==> src/rtl/uart_pkg.sv <==
// ---------------------------------------------------------------------------
// uart_pkg
// Shared definitions for the UART transmitter slice.
//   tx_state_e  : serialiser FSM states (IDLE, START, DATA, PARITY, STOP)
//   PAR_*       : parity-mode encodings used by the PARITY parameter
//   parity_bit  : parity of a data word for a given parity mode
// ---------------------------------------------------------------------------
package uart_pkg;

    typedef enum logic [2:0] {
        ST_IDLE,
        ST_START,
        ST_DATA,
        ST_PARITY,
        ST_STOP
    } tx_state_e;

    localparam int PAR_NONE = 0;
    localparam int PAR_ODD  = 1;
    localparam int PAR_EVEN = 2;

    // Callers pass the data zero-extended to 8 bits; the padding zeros do
    // not change the XOR, so any width from 5 to 8 works.
    function automatic logic parity_bit(input logic [7:0] data, input int mode);
        logic even_par;
        even_par = ^data;
        if (mode == PAR_ODD) begin
            return ~even_par;
        end else if (mode == PAR_EVEN) begin
            return even_par;
        end
        return 1'b0;
    endfunction

endpackage

==> src/rtl/sync_fifo.sv <==
// ---------------------------------------------------------------------------
// sync_fifo
// Single-clock FIFO with registered occupancy count.
// Ports:
//   clk, rst_n        : clock, asynchronous active-low reset
//   wr_en, wr_data    : push request and data (ignored while full)
//   rd_en, rd_data    : pop request (ignored while empty), head-of-queue data
//   full, empty       : status derived from the registered count
//   count             : current occupancy, 0..DEPTH
// ---------------------------------------------------------------------------
module sync_fifo #(
    parameter  int WIDTH = 8,
    parameter  int DEPTH = 4,
    localparam int PTR_W = $clog2(DEPTH),
    localparam int CNT_W = $clog2(DEPTH) + 1
) (
    input  logic             clk,
    input  logic             rst_n,
    input  logic             wr_en,
    input  logic [WIDTH-1:0] wr_data,
    input  logic             rd_en,
    output logic [WIDTH-1:0] rd_data,
    output logic             full,
    output logic             empty,
    output logic [CNT_W-1:0] count
);

    logic [PTR_W-1:0] wr_ptr_q, wr_ptr_d;
    logic [PTR_W-1:0] rd_ptr_q, rd_ptr_d;
    logic [CNT_W-1:0] count_q, count_d;
    logic [WIDTH-1:0] mem_q [DEPTH];
    logic             do_wr;
    logic             do_rd;

    // Full and empty come from the registered count, so a push in the same
    // cycle as a pop from a full FIFO is still refused.
    assign full    = (count_q == CNT_W'(DEPTH));
    assign empty   = (count_q == '0);
    assign count   = count_q;
    assign do_wr   = wr_en && !full;
    assign do_rd   = rd_en && !empty;
    assign rd_data = mem_q[rd_ptr_q];

    // DEPTH is a power of two, so the pointers wrap naturally.
    always_comb begin
        wr_ptr_d = wr_ptr_q;
        rd_ptr_d = rd_ptr_q;
        count_d  = count_q;
        if (do_wr) begin
            wr_ptr_d = wr_ptr_q + PTR_W'(1);
        end
        if (do_rd) begin
            rd_ptr_d = rd_ptr_q + PTR_W'(1);
        end
        case ({do_wr, do_rd})
            2'b10:   count_d = count_q + CNT_W'(1);
            2'b01:   count_d = count_q - CNT_W'(1);
            default: count_d = count_q;
        endcase
    end

    always_ff @(posedge clk or negedge rst_n) begin
        if (!rst_n) begin
            wr_ptr_q <= '0;
            rd_ptr_q <= '0;
            count_q  <= '0;
        end else begin
            wr_ptr_q <= wr_ptr_d;
            rd_ptr_q <= rd_ptr_d;
            count_q  <= count_d;
        end
    end

    // Storage needs no reset: an entry is only ever read after being written.
    always_ff @(posedge clk) begin
        if (do_wr) begin
            mem_q[wr_ptr_q] <= wr_data;
        end
    end

endmodule

==> src/rtl/uart_tx_fifo.sv <==
// ---------------------------------------------------------------------------
// uart_tx_fifo
// UART transmitter with a small write FIFO in front of the serialiser.
// Ports:
//   sys_clk_i   : system clock, rising edge
//   rst         : asynchronous active-low reset
//   uart_wr_i   : write strobe, one word per high cycle
//   uart_dat_i  : write data (DATA_W bits)
//   baud_div_i  : bit period minus one, in clocks (latched per frame)
//   uart_tx     : registered serial line, idle high
//   uart_busy   : FIFO non-empty or a frame still on the line
//   uart_full   : FIFO full
//   fifo_count  : FIFO occupancy
//   uart_ovf    : sticky flag, set by a write while full, cleared by reset
// ---------------------------------------------------------------------------
module uart_tx_fifo
    import uart_pkg::*;
#(
    parameter  int DATA_W     = 8,
    parameter  int FIFO_DEPTH = 4,
    parameter  int PARITY     = 0,
    parameter  int STOP_BITS  = 1,
    localparam int CNT_W      = $clog2(FIFO_DEPTH) + 1
) (
    input  logic              sys_clk_i,
    input  logic              rst,
    input  logic              uart_wr_i,
    input  logic [DATA_W-1:0] uart_dat_i,
    input  logic [15:0]       baud_div_i,
    output logic              uart_tx,
    output logic              uart_busy,
    output logic              uart_full,
    output logic [CNT_W-1:0]  fifo_count,
    output logic              uart_ovf
);

    localparam logic [3:0] LAST_DATA = 4'(DATA_W - 1);
    localparam logic [3:0] LAST_STOP = 4'(STOP_BITS - 1);

    tx_state_e         state_q, state_d;
    logic [15:0]       cnt_q, cnt_d;
    logic [15:0]       div_q, div_d;
    logic [DATA_W-1:0] shreg_q, shreg_d;
    logic              par_q, par_d;
    logic [3:0]        bit_idx_q, bit_idx_d;
    logic              tx_q, tx_d;
    logic              active_q, active_d;
    logic              ovf_q, ovf_d;

    logic              bit_end;
    logic              load;
    logic              pop;
    logic              fifo_empty;
    logic              fifo_full;
    logic [DATA_W-1:0] fifo_rd_data;

    sync_fifo #(
        .WIDTH (DATA_W),
        .DEPTH (FIFO_DEPTH)
    ) u_fifo (
        .clk     (sys_clk_i),
        .rst_n   (rst),
        .wr_en   (uart_wr_i),
        .wr_data (uart_dat_i),
        .rd_en   (pop),
        .rd_data (fifo_rd_data),
        .full    (fifo_full),
        .empty   (fifo_empty),
        .count   (fifo_count)
    );

    // The last clock of every bit period is the one where the counter has
    // reached the divider latched at frame start.
    assign bit_end = (cnt_q == div_q);

    // Next-state logic for the serialiser. A new frame is loaded either from
    // IDLE or straight out of the final stop bit, so consecutive frames run
    // without an idle gap. Loading pops the FIFO head and captures the word,
    // its parity and the divider, which keeps a later divider change out of
    // the frame already in flight.
    always_comb begin
        state_d   = state_q;
        cnt_d     = cnt_q;
        div_d     = div_q;
        shreg_d   = shreg_q;
        par_d     = par_q;
        bit_idx_d = bit_idx_q;
        load      = 1'b0;

        if (state_q == ST_IDLE) begin
            cnt_d = '0;
        end else if (bit_end) begin
            cnt_d = '0;
        end else begin
            cnt_d = cnt_q + 16'd1;
        end

        unique case (state_q)
            ST_IDLE: begin
                if (!fifo_empty) begin
                    load = 1'b1;
                end
            end
            ST_START: begin
                if (bit_end) begin
                    state_d   = ST_DATA;
                    bit_idx_d = '0;
                end
            end
            ST_DATA: begin
                if (bit_end) begin
                    shreg_d = shreg_q >> 1;
                    if (bit_idx_q == LAST_DATA) begin
                        bit_idx_d = '0;
                        if (PARITY != PAR_NONE) begin
                            state_d = ST_PARITY;
                        end else begin
                            state_d = ST_STOP;
                        end
                    end else begin
                        bit_idx_d = bit_idx_q + 4'd1;
                    end
                end
            end
            ST_PARITY: begin
                if (bit_end) begin
                    state_d   = ST_STOP;
                    bit_idx_d = '0;
                end
            end
            ST_STOP: begin
                if (bit_end) begin
                    if (bit_idx_q == LAST_STOP) begin
                        if (!fifo_empty) begin
                            load = 1'b1;
                        end else begin
                            state_d = ST_IDLE;
                        end
                    end else begin
                        bit_idx_d = bit_idx_q + 4'd1;
                    end
                end
            end
            default: begin
                state_d = ST_IDLE;
            end
        endcase

        if (load) begin
            state_d   = ST_START;
            cnt_d     = '0;
            div_d     = baud_div_i;
            shreg_d   = fifo_rd_data;
            par_d     = parity_bit(8'(fifo_rd_data), PARITY);
            bit_idx_d = '0;
        end
    end

    assign pop = load;

    // The line is registered from the current state, so it trails the FSM
    // by one clock; this gives the two-edge write-to-start-bit latency.
    always_comb begin
        tx_d = 1'b1;
        unique case (state_q)
            ST_START:  tx_d = 1'b0;
            ST_DATA:   tx_d = shreg_q[0];
            ST_PARITY: tx_d = par_q;
            default:   tx_d = 1'b1;
        endcase
    end

    // active_q covers the extra clock the last stop bit spends on the line
    // after the FSM has already returned to IDLE.
    always_comb begin
        active_d = (state_q != ST_IDLE);
        ovf_d    = ovf_q | (uart_wr_i & fifo_full);
    end

    always_ff @(posedge sys_clk_i or negedge rst) begin
        if (!rst) begin
            state_q   <= ST_IDLE;
            cnt_q     <= '0;
            div_q     <= '0;
            shreg_q   <= '0;
            par_q     <= 1'b0;
            bit_idx_q <= '0;
            tx_q      <= 1'b1;
            active_q  <= 1'b0;
            ovf_q     <= 1'b0;
        end else begin
            state_q   <= state_d;
            cnt_q     <= cnt_d;
            div_q     <= div_d;
            shreg_q   <= shreg_d;
            par_q     <= par_d;
            bit_idx_q <= bit_idx_d;
            tx_q      <= tx_d;
            active_q  <= active_d;
            ovf_q     <= ovf_d;
        end
    end

    assign uart_tx   = tx_q;
    assign uart_full = fifo_full;
    assign uart_ovf  = ovf_q;
    assign uart_busy = !fifo_empty || (state_q != ST_IDLE) || active_q;

endmodule
==> config.mk <==
export PLATFORM = sky130hd
export DESIGN_NAME = uart_tx_fifo
export DESIGN_NICKNAME = d
export VERILOG_FILES = /design/src/rtl/uart_pkg.sv /design/src/rtl/sync_fifo.sv /design/src/rtl/uart_tx_fifo.sv
export SDC_FILE = /design/constraint.sdc
export NUM_CORES = 1
export LEC_CHECK = 0
export ABC_AREA = 1
export CELL_PAD_IN_SITES_DETAIL_PLACEMENT = 1
export CELL_PAD_IN_SITES_GLOBAL_PLACEMENT = 2
export CORE_ASPECT_RATIO = 0.5
export CORE_MARGIN = 2
export CORE_UTILIZATION = 39
export DETAILED_ROUTE_END_ITERATION = 6
export PLACE_DENSITY = 0.84
export SYNTH_ARGS = -nofsm -noshare
export SYNTH_HDL_FRONTEND = slang
export SYNTH_HIERARCHICAL = 1
export SYNTH_SLANG_ARGS = --single-unit
==> constraint.sdc <==
create_clock -name sys_clk_i -period 4.38 [get_ports sys_clk_i]
set_input_delay 0.876 -clock sys_clk_i [delete_from_list [all_inputs] [get_ports sys_clk_i]]
set_output_delay 0.876 -clock sys_clk_i [all_outputs]
set_load 0.005 [all_outputs]
==> metrics.yaml, run 1 <==
grt:
  met2_usage_pct: 27.9
  grt_pass1_wl_mm: 16.2
  grt_pass1_vias: 3339
  grt_start_max_net_pins: 53
  antenna_found_initial: 0
  grt_overflow: 0
  top_usage_layer: "met2"
  use_met1_pct: 22.2
  grt_util_all_layers_pct: 16.9
  grtUsageMet3_pct: 4.45
cts:
  clock_sinks: 89
  path_clk_slew_ns: 0.07
  clk_path_buf_depth: 2
  cts_tree: "yes"
  ctsHtreeMaxLevel: 3
  cts_buffers: 9
  clk-insertion-delay-late_ns: 0.34
  cts.hold.buffers_added: 0
  cts_root_buf: "clkbuf_16"
  ctsResizeCount: 0
  cts_setup_buffers: 0
die:
  dieArea_mm2: 0.0123
  initial_core_util_pct: 40.1
  coreArea_mm2: 0.0110
  die_w_um: 155
  design.portCount: 34
  die-height_um: 79.4
  rows: 27
power_and_ir_drop:
  power_leakage_nw: 2.37
  ir_drop_mv: 0.261
  powerDensity_mw_per_mm2: 650
  power.total_mw: 3.35
route:
  drt-vias-per-instance: 4.73
  ant_nets: 0
  drt_pre_antenna_iters: 4
  via_count: 3306
  drc: 0
  wl_mm: 9.45
  avgRoutedWirePerCell_um: 13.5
  first_iter_violations: 156
critical_path:
  worst-path-max-fanout: 4
  cp_data_arrival_time_ns: 2.11
  worst-path-buf-inv: 3
  cp-start-kind: "flip-flop"
  cp_num_cells: 6
  worst_path_max_delay_cell: "clkdlybuf4s50_1"
  reg2reg_to: "u_fifo/count[2]$_DFFE_PN0P_"
  r2r_cells: 15
  crit_family: "buffers and inverters"
  cpPeakStageDelay_ns: 0.46
  critPathKind: "flip-flop to output port"
  r2r-start: "u_fifo/count[2]$_DFFE_PN0P_"
  critical_path_required_ns: 3.50
  cp_cell_sequence: "inv_1, nand3_1, inv_1, nand2_1, or2_2, clkdlybuf4s50_1"
  endpoint_kind: "output port"
  rrSetupSlack_ns: 1.45
  cpMostUsedCell: "inv_1"
min_path:
  hp-start: "uart_ovf$_DFF_PN0_"
  holdPathEnd: "uart_ovf$_DFF_PN0_"
  min_path_type: "flip-flop to flip-flop"
  whs_path_depth: 1
synth:
  synth_cell_types: 38
  syn_avg_cell_area_um2: 8.62
  synth_seq_area_share_pct: 53.9
  ys_warn_count: 6
  ys_async_sr_fraction_pct: 64.0
  synth-edff-count: 32
  synth_fp_nets: 550
  ys_seq_elements: 89
  synth-main-ff-cell: "dfrtp_1"
  syn_inst: 514
  synth_area_mm2: 0.00443
placement:
  post_dp_cell_area_mm2: 0.00485
  dp_hpwl_mm: 6.73
  routabilityCongestion: 0.754
  place_inst: 683
  place_ws_ns: 1.42
  io_buffers: 33
layout:
  area_growth_pct: 16.4
  fin_cells: 699
  antennaDiodeCount: 0
  num-fill-cells: 1327
  drive_gt1_share_pct: 8.84
  mostFrequentLayoutCells: "nand2_1, inv_1, dfrtp_1, nor2_1"
  fin_area_mm2: 0.00516
  post-route-util_pct: 46.7
  layout_commonest_cell: "nand2_1"
  fin_nets: 585
timing:
  period_needed_ns: 2.99
  fin_skew_ns: 0.00721
  drv_slew: 0
  finalSetupTns_ns: 0
  tightest_slew_ns: 0.928
  max_freq_mhz: 335
  setup_violations: 0
  post-route-period-util_pct: 68.3
  holdWs_ns: 0.478
  hold_viol: 0
  finalWorstSetupSlack_ns: 1.39
  relSlewSlack_pct: 38.1
  rsz0062_at_grt: "false"
outcome:
  outcome: "finished clean"
job:
  maxCapViolCount: 0
## power by group
group | internal [mW] | leakage, nW | switching, mW | total [mW]
Sequential | 1.12 | 1.02 | 0.163 | 1.29
Clock | 0.448 | 0.146 | 0.333 | 0.781
Combinational | 0.458 | 1.21 | 0.825 | 1.28
## cells in the mapped netlist, types with 3 or more instances
| master | count | share of area (%) |
|---|---|---|
| a21oi_1 | 10 | 1.1 |
| buf_4 | 3 | 0.51 |
| buf_6 | 4 | 1.0 |
| dfrtp_1 | 56 | 32 |
| edfxtp_1 | 32 | 22 |
| ha_1 | 8 | 2.3 |
| inv_1 | 71 | 6.0 |
| inv_2 | 17 | 1.4 |
| nand2_1 | 157 | 13 |
| nand3_1 | 20 | 2.3 |
| nand3b_1 | 3 | 0.51 |
| nand4_1 | 3 | 0.42 |
| nor2_1 | 36 | 3.0 |
| nor3_1 | 4 | 0.45 |
| nor4_1 | 3 | 0.42 |
| o211ai_1 | 16 | 2.7 |
| o21ai_0 | 24 | 2.7 |
| o21ai_1 | 15 | 1.7 |
| xor2_1 | 6 | 1.2 |
## flip-flops by register name (all words and copies together), names as in the netlist
name,cells
u_fifo/mem_q,32
cnt_q,16
div_q,16
shreg_q,8
bit_idx_q,4
state_q,3
u_fifo/count,3
u_fifo/rd_ptr_q,2
u_fifo/wr_ptr_q,2
active_q,1
uart_ovf,1
uart_tx,1
## final cells by class
class,instances,area (um^2),area share (%)
Clock inverter,7,78.8,1.53
Clock buffer,9,225,4.37
Multi-Input combinational cell,324,1610,31.2
Sequential cell,89,2390,46.3
Inverter,91,344,6.67
Timing Repair Buffer,34,333,6.45
Tap cell,145,181,3.52
## metal layers
layer / part of all wire, % / routed length [um]
met2: 46 / 4310
met4: 0.42 / 40
met5: 0 / 0
met3: 3.0 / 283
met1: 51 / 4820
## cell families (layout without fill, tap and decap cells)
| kind of cell | Yosys count | count (layout) | synth area share [%] |
|---|---|---|---|
| and+or+nand+nor | 237 | 237 | 22.7 |
| AOI/OAI and AO/OA | 70 | 70 | 9.32 |
| xor gates and xnor gates | 8 | 8 | 1.58 |
| DFF | 89 | 89 | 53.9 |
| buffers and inverters | 101 | 141 | 9.83 |
| adders and majority gates | 9 | 9 | 2.71 |
## worst reg2reg max path, delay by kind of cell (launching register included)
kind                     cells  cell delay (ns)
flip-flops                   1             0.42
adder cells (fa/ha/maj)      2             0.54
buffers and inverters        4             0.36
AND/OR/NAND/NOR              9             1.49
## worst max path at each step
stage | start | to | slack (ns)
2_1_floorplan | u_fifo/count[0]$_DFFE_PN0P_ | u_fifo/count[2]$_DFFE_PN0P_ | 1.95
3_3_place_gp | u_fifo/count[2]$_DFFE_PN0P_ | u_fifo/count[2]$_DFFE_PN0P_ | 1.49
3_5_place_dp | u_fifo/count[2]$_DFFE_PN0P_ | u_fifo/count[2]$_DFFE_PN0P_ | 1.42
4_1_cts | u_fifo/count[0]$_DFFE_PN0P_ | uart_busy | 1.35
5_1_grt | u_fifo/count[1]$_DFFE_PN0P_ | u_fifo/count[2]$_DFFE_PN0P_ | 1.17
6_report | u_fifo/count[0]$_DFFE_PN0P_ | uart_busy | 1.39
(Power assumes the default switching activity.)
==> run 2, diff against run 1 <==
- CORE_UTILIZATION: 39 -> 32
- PLACE_DENSITY: 0.84 -> 0.74
- clock period: 4.38 -> 2.6 ns (I/O delays scaled with it)
==> run 2 against run 1 <==
Clock power is 72% higher. Clock skew is 0.00083 ns higher. Hold slack worse by 0.31 ns. Highest routed layer unchanged. First-iteration DRC count is 22% lower. Clock-buffer cell count is 1 higher.
==> metrics.yaml, run 2 (synthesis results as in run 1) <==
cts:
  cts_tree: "yes"
  clock_sinks: 89  # unchanged
  ctsHtreeMaxLevel: 3  # unchanged
  path_clk_slew_ns: 0.07  # about the same
  clk_path_buf_depth: 2  # unchanged
  cts_buffers: 9  # unchanged
  cts_root_buf: "clkbuf_16"
  clk-insertion-delay-late_ns: 0.34  # about the same
critical_path:
  crit_start: "u_fifo/count[0]$_DFFE_PN0P_"
  cp-start-kind: "flip-flop"
  endpoint_kind: "output port"
  r2r_cells: 17  # +2
  rrSetupSlack_ns: 0.25  # -1.20 ns
  critPathKind: "flip-flop to output port"
  critical_path_required_ns: 2.08  # -1.42 ns
  worst-path-max-fanout: 4  # unchanged
  cp_data_arrival_time_ns: 1.95  # -0.16 ns
  reg2reg_to: "u_fifo/count[2]$_DFFE_PN0P_"
  r2r-start: "cnt_q[3]$_DFF_PN0_"
job:
  maxCapViolCount: 0  # unchanged
timing:
  hold_viol: 0  # unchanged
  period_needed_ns: 2.47
  fin_skew_ns: 0.00804  # +0.000833 ns
  post-route-period-util_pct: 95.1
  holdWs_ns: 0.168  # -0.309 ns
  drv_slew: 0  # unchanged
  max_freq_mhz: 404
  tightest_slew_ns: 0.532  # -0.396 ns
  finalSetupTns_ns: 0  # unchanged
  setup_violations: 0  # unchanged
  finalWorstSetupSlack_ns: 0.126  # -1.26 ns
  rsz0062_at_grt: "false"
  relSlewSlack_pct: 64.5  # +26 points
die:
  dieArea_mm2: 0.0149  # +21%
  coreArea_mm2: 0.0136  # +23%
  die-height_um: 87.2  # +9.9%
  initial_core_util_pct: 32.7  # -7.4 points
  rows: 30  # +11%
  die_w_um: 170  # +10%
  design.portCount: 34  # unchanged
power_and_ir_drop:
  p_sw_mw: 2.24  # +69%
  netSwitchingFraction_pct: 39.2  # -0.26 points
  pwr-share-seq_pct: 37.7  # -0.7 points
  pwr-share-clk_pct: 23.5  # +0.2 points
  intPower_mw: 3.47  # +71%
  power_leakage_nw: 2.42  # +1.8%
  powerDensity_mw_per_mm2: 1080  # +66%
  power_frac_comb_pct: 38.7  # +0.4 points
  ir_drop_mv: 0.338  # +29%
layout:
  drive_gt1_share_pct: 10.3  # +1.5 points
  mostFrequentLayoutCells: "nand2_1, inv_1, dfrtp_1, nor2_1"
  layout_commonest_cell: "nand2_1"
  largest_register: "u_fifo/mem_q"
  fin_area_mm2: 0.00529  # +2.5%
  antennaDiodeCount: 0  # unchanged
  largestRegisters: "u_fifo/mem_q x32, cnt_q x16, div_q x16"
  fin_nets: 592  # +1.2%
  area_growth_pct: 19.3
  largest_reg_flops: 32  # unchanged
  post-route-util_pct: 39.0  # -7.7 points
outcome:
  outcome: "finished clean"
route:
  first_iter_violations: 122  # -22%
  ant_nets: 0  # unchanged
  via_count: 3304  # -0.060%
  wl_mm: 9.43  # -0.23%
  drt-vias-per-instance: 4.39  # -7.2%
  avgRoutedWirePerCell_um: 12.5  # -7.4%
  drc: 0  # unchanged
  drt_pre_antenna_iters: 4  # unchanged
placement:
  post_dp_cell_area_mm2: 0.00497  # +2.4%
  dp_hpwl_mm: 6.64  # -1.4%
  routabilityCongestion: 0.736  # -2.5%
  io_buffers: 33  # unchanged
  place_ws_ns: 0.247  # -1.17 ns
grt:
  grt_util_all_layers_pct: 14.2  # -2.7 points
  grt_start_max_net_pins: 58  # +9.4%
  grt_pass1_vias: 3532  # +5.8%
  antenna_found_initial: 0  # unchanged
  grt_pass1_wl_mm: 16.7  # +3.4%
  grt_overflow: 0  # unchanged
min_path:
  min_path_type: "primary input to async pin"
-- run 2: changes by cell type in the layout (fill, tap and decap cells not counted) --
cell,before,now
inv_2,17,18
inv_1,71,70
buf_4,1,7
nand3_2,2,3
nand3_1,20,19
clkinv_1,3,2
inv_6,1,2
buf_12,0,1
clkinv_4,2,1
clkbuf_1,0,1
-- run 2: power by group through the flow --
stage / clock (mW) / combinational, mW / sequential (mW)
floorplan: 0 / 1.72 / 2.11
global placement: 0 / 2.22 / 2.18
detailed placement: 0 / 2.25 / 2.19
CTS: 1.39 / 2.27 / 2.16
global route: 1.43 / 2.62 / 2.22
finish: 1.34 / 2.21 / 2.16
-- run 2: layer usage --
| layer | routed length [um] | vias up | GRT usage (%) |
|---|---|---|---|
| li1 | - | 1708 | - |
| met5 | 0 | - | 0 |
| met4 | 82 | 0 | 3.96 |
| met2 | 4310 | 28 | 24.0 |
| met1 | 4780 | 1560 | 18.4 |
| met3 | 258 | 8 | 3.36 |
-- run 2: worst max path at each step --
| stage | end | slack [ns] | cells past startpoint |
|---|---|---|---|
| floorplan | u_fifo/count[2]$_DFFE_PN0P_ | 0.17 | 17 |
| global placement | u_fifo/count[2]$_DFFE_PN0P_ | 0.30 | 17 |
| detailed placement | u_fifo/count[2]$_DFFE_PN0P_ | 0.25 | 17 |
| CTS | uart_busy | 0.001 | 6 |
| global route | uart_busy | 0.004 | 4 |
| finish | uart_busy | 0.13 | 6 |
-- run 2: worst max-delay path, cell delays in order (launching register included) --
cell	delay [ns]
dfrtp_1	0.40
inv_1	0.15
nand3_2	0.14
inv_2	0.10
nand2_1	0.08
or2_2	0.30
clkdlybuf4s50_1	0.44
-- run 2: layout make-up --
cell class | instances | area [um^2]
multi-input cells | 324 | 1610
fillers | 1614 | 8260
clock inverters | 6 | 75.1
clock buffers | 10 | 229
flip-flops and latches | 89 | 2390
well taps | 192 | 240
repair buffers | 41 | 398
inverters | 91 | 344
-- run 2: metrics by stage --
step	power [mW]	instances
3_5_place_dp	4.44	736
2_1_floorplan	3.83	514
4_1_cts	5.82	752
5_1_grt	6.28	753
3_3_place_gp	4.40	736
6_report	5.71	753
-- run 2: repair_timing --
action / CTS / global route
gates resized for setup: 0 / 2
endpoints found under the setup margin: 1 / 1
pin swaps: 1 / 1
cloned: 0 / 0
buffers inserted: 0 / 1
hold buffers: 0 / 0
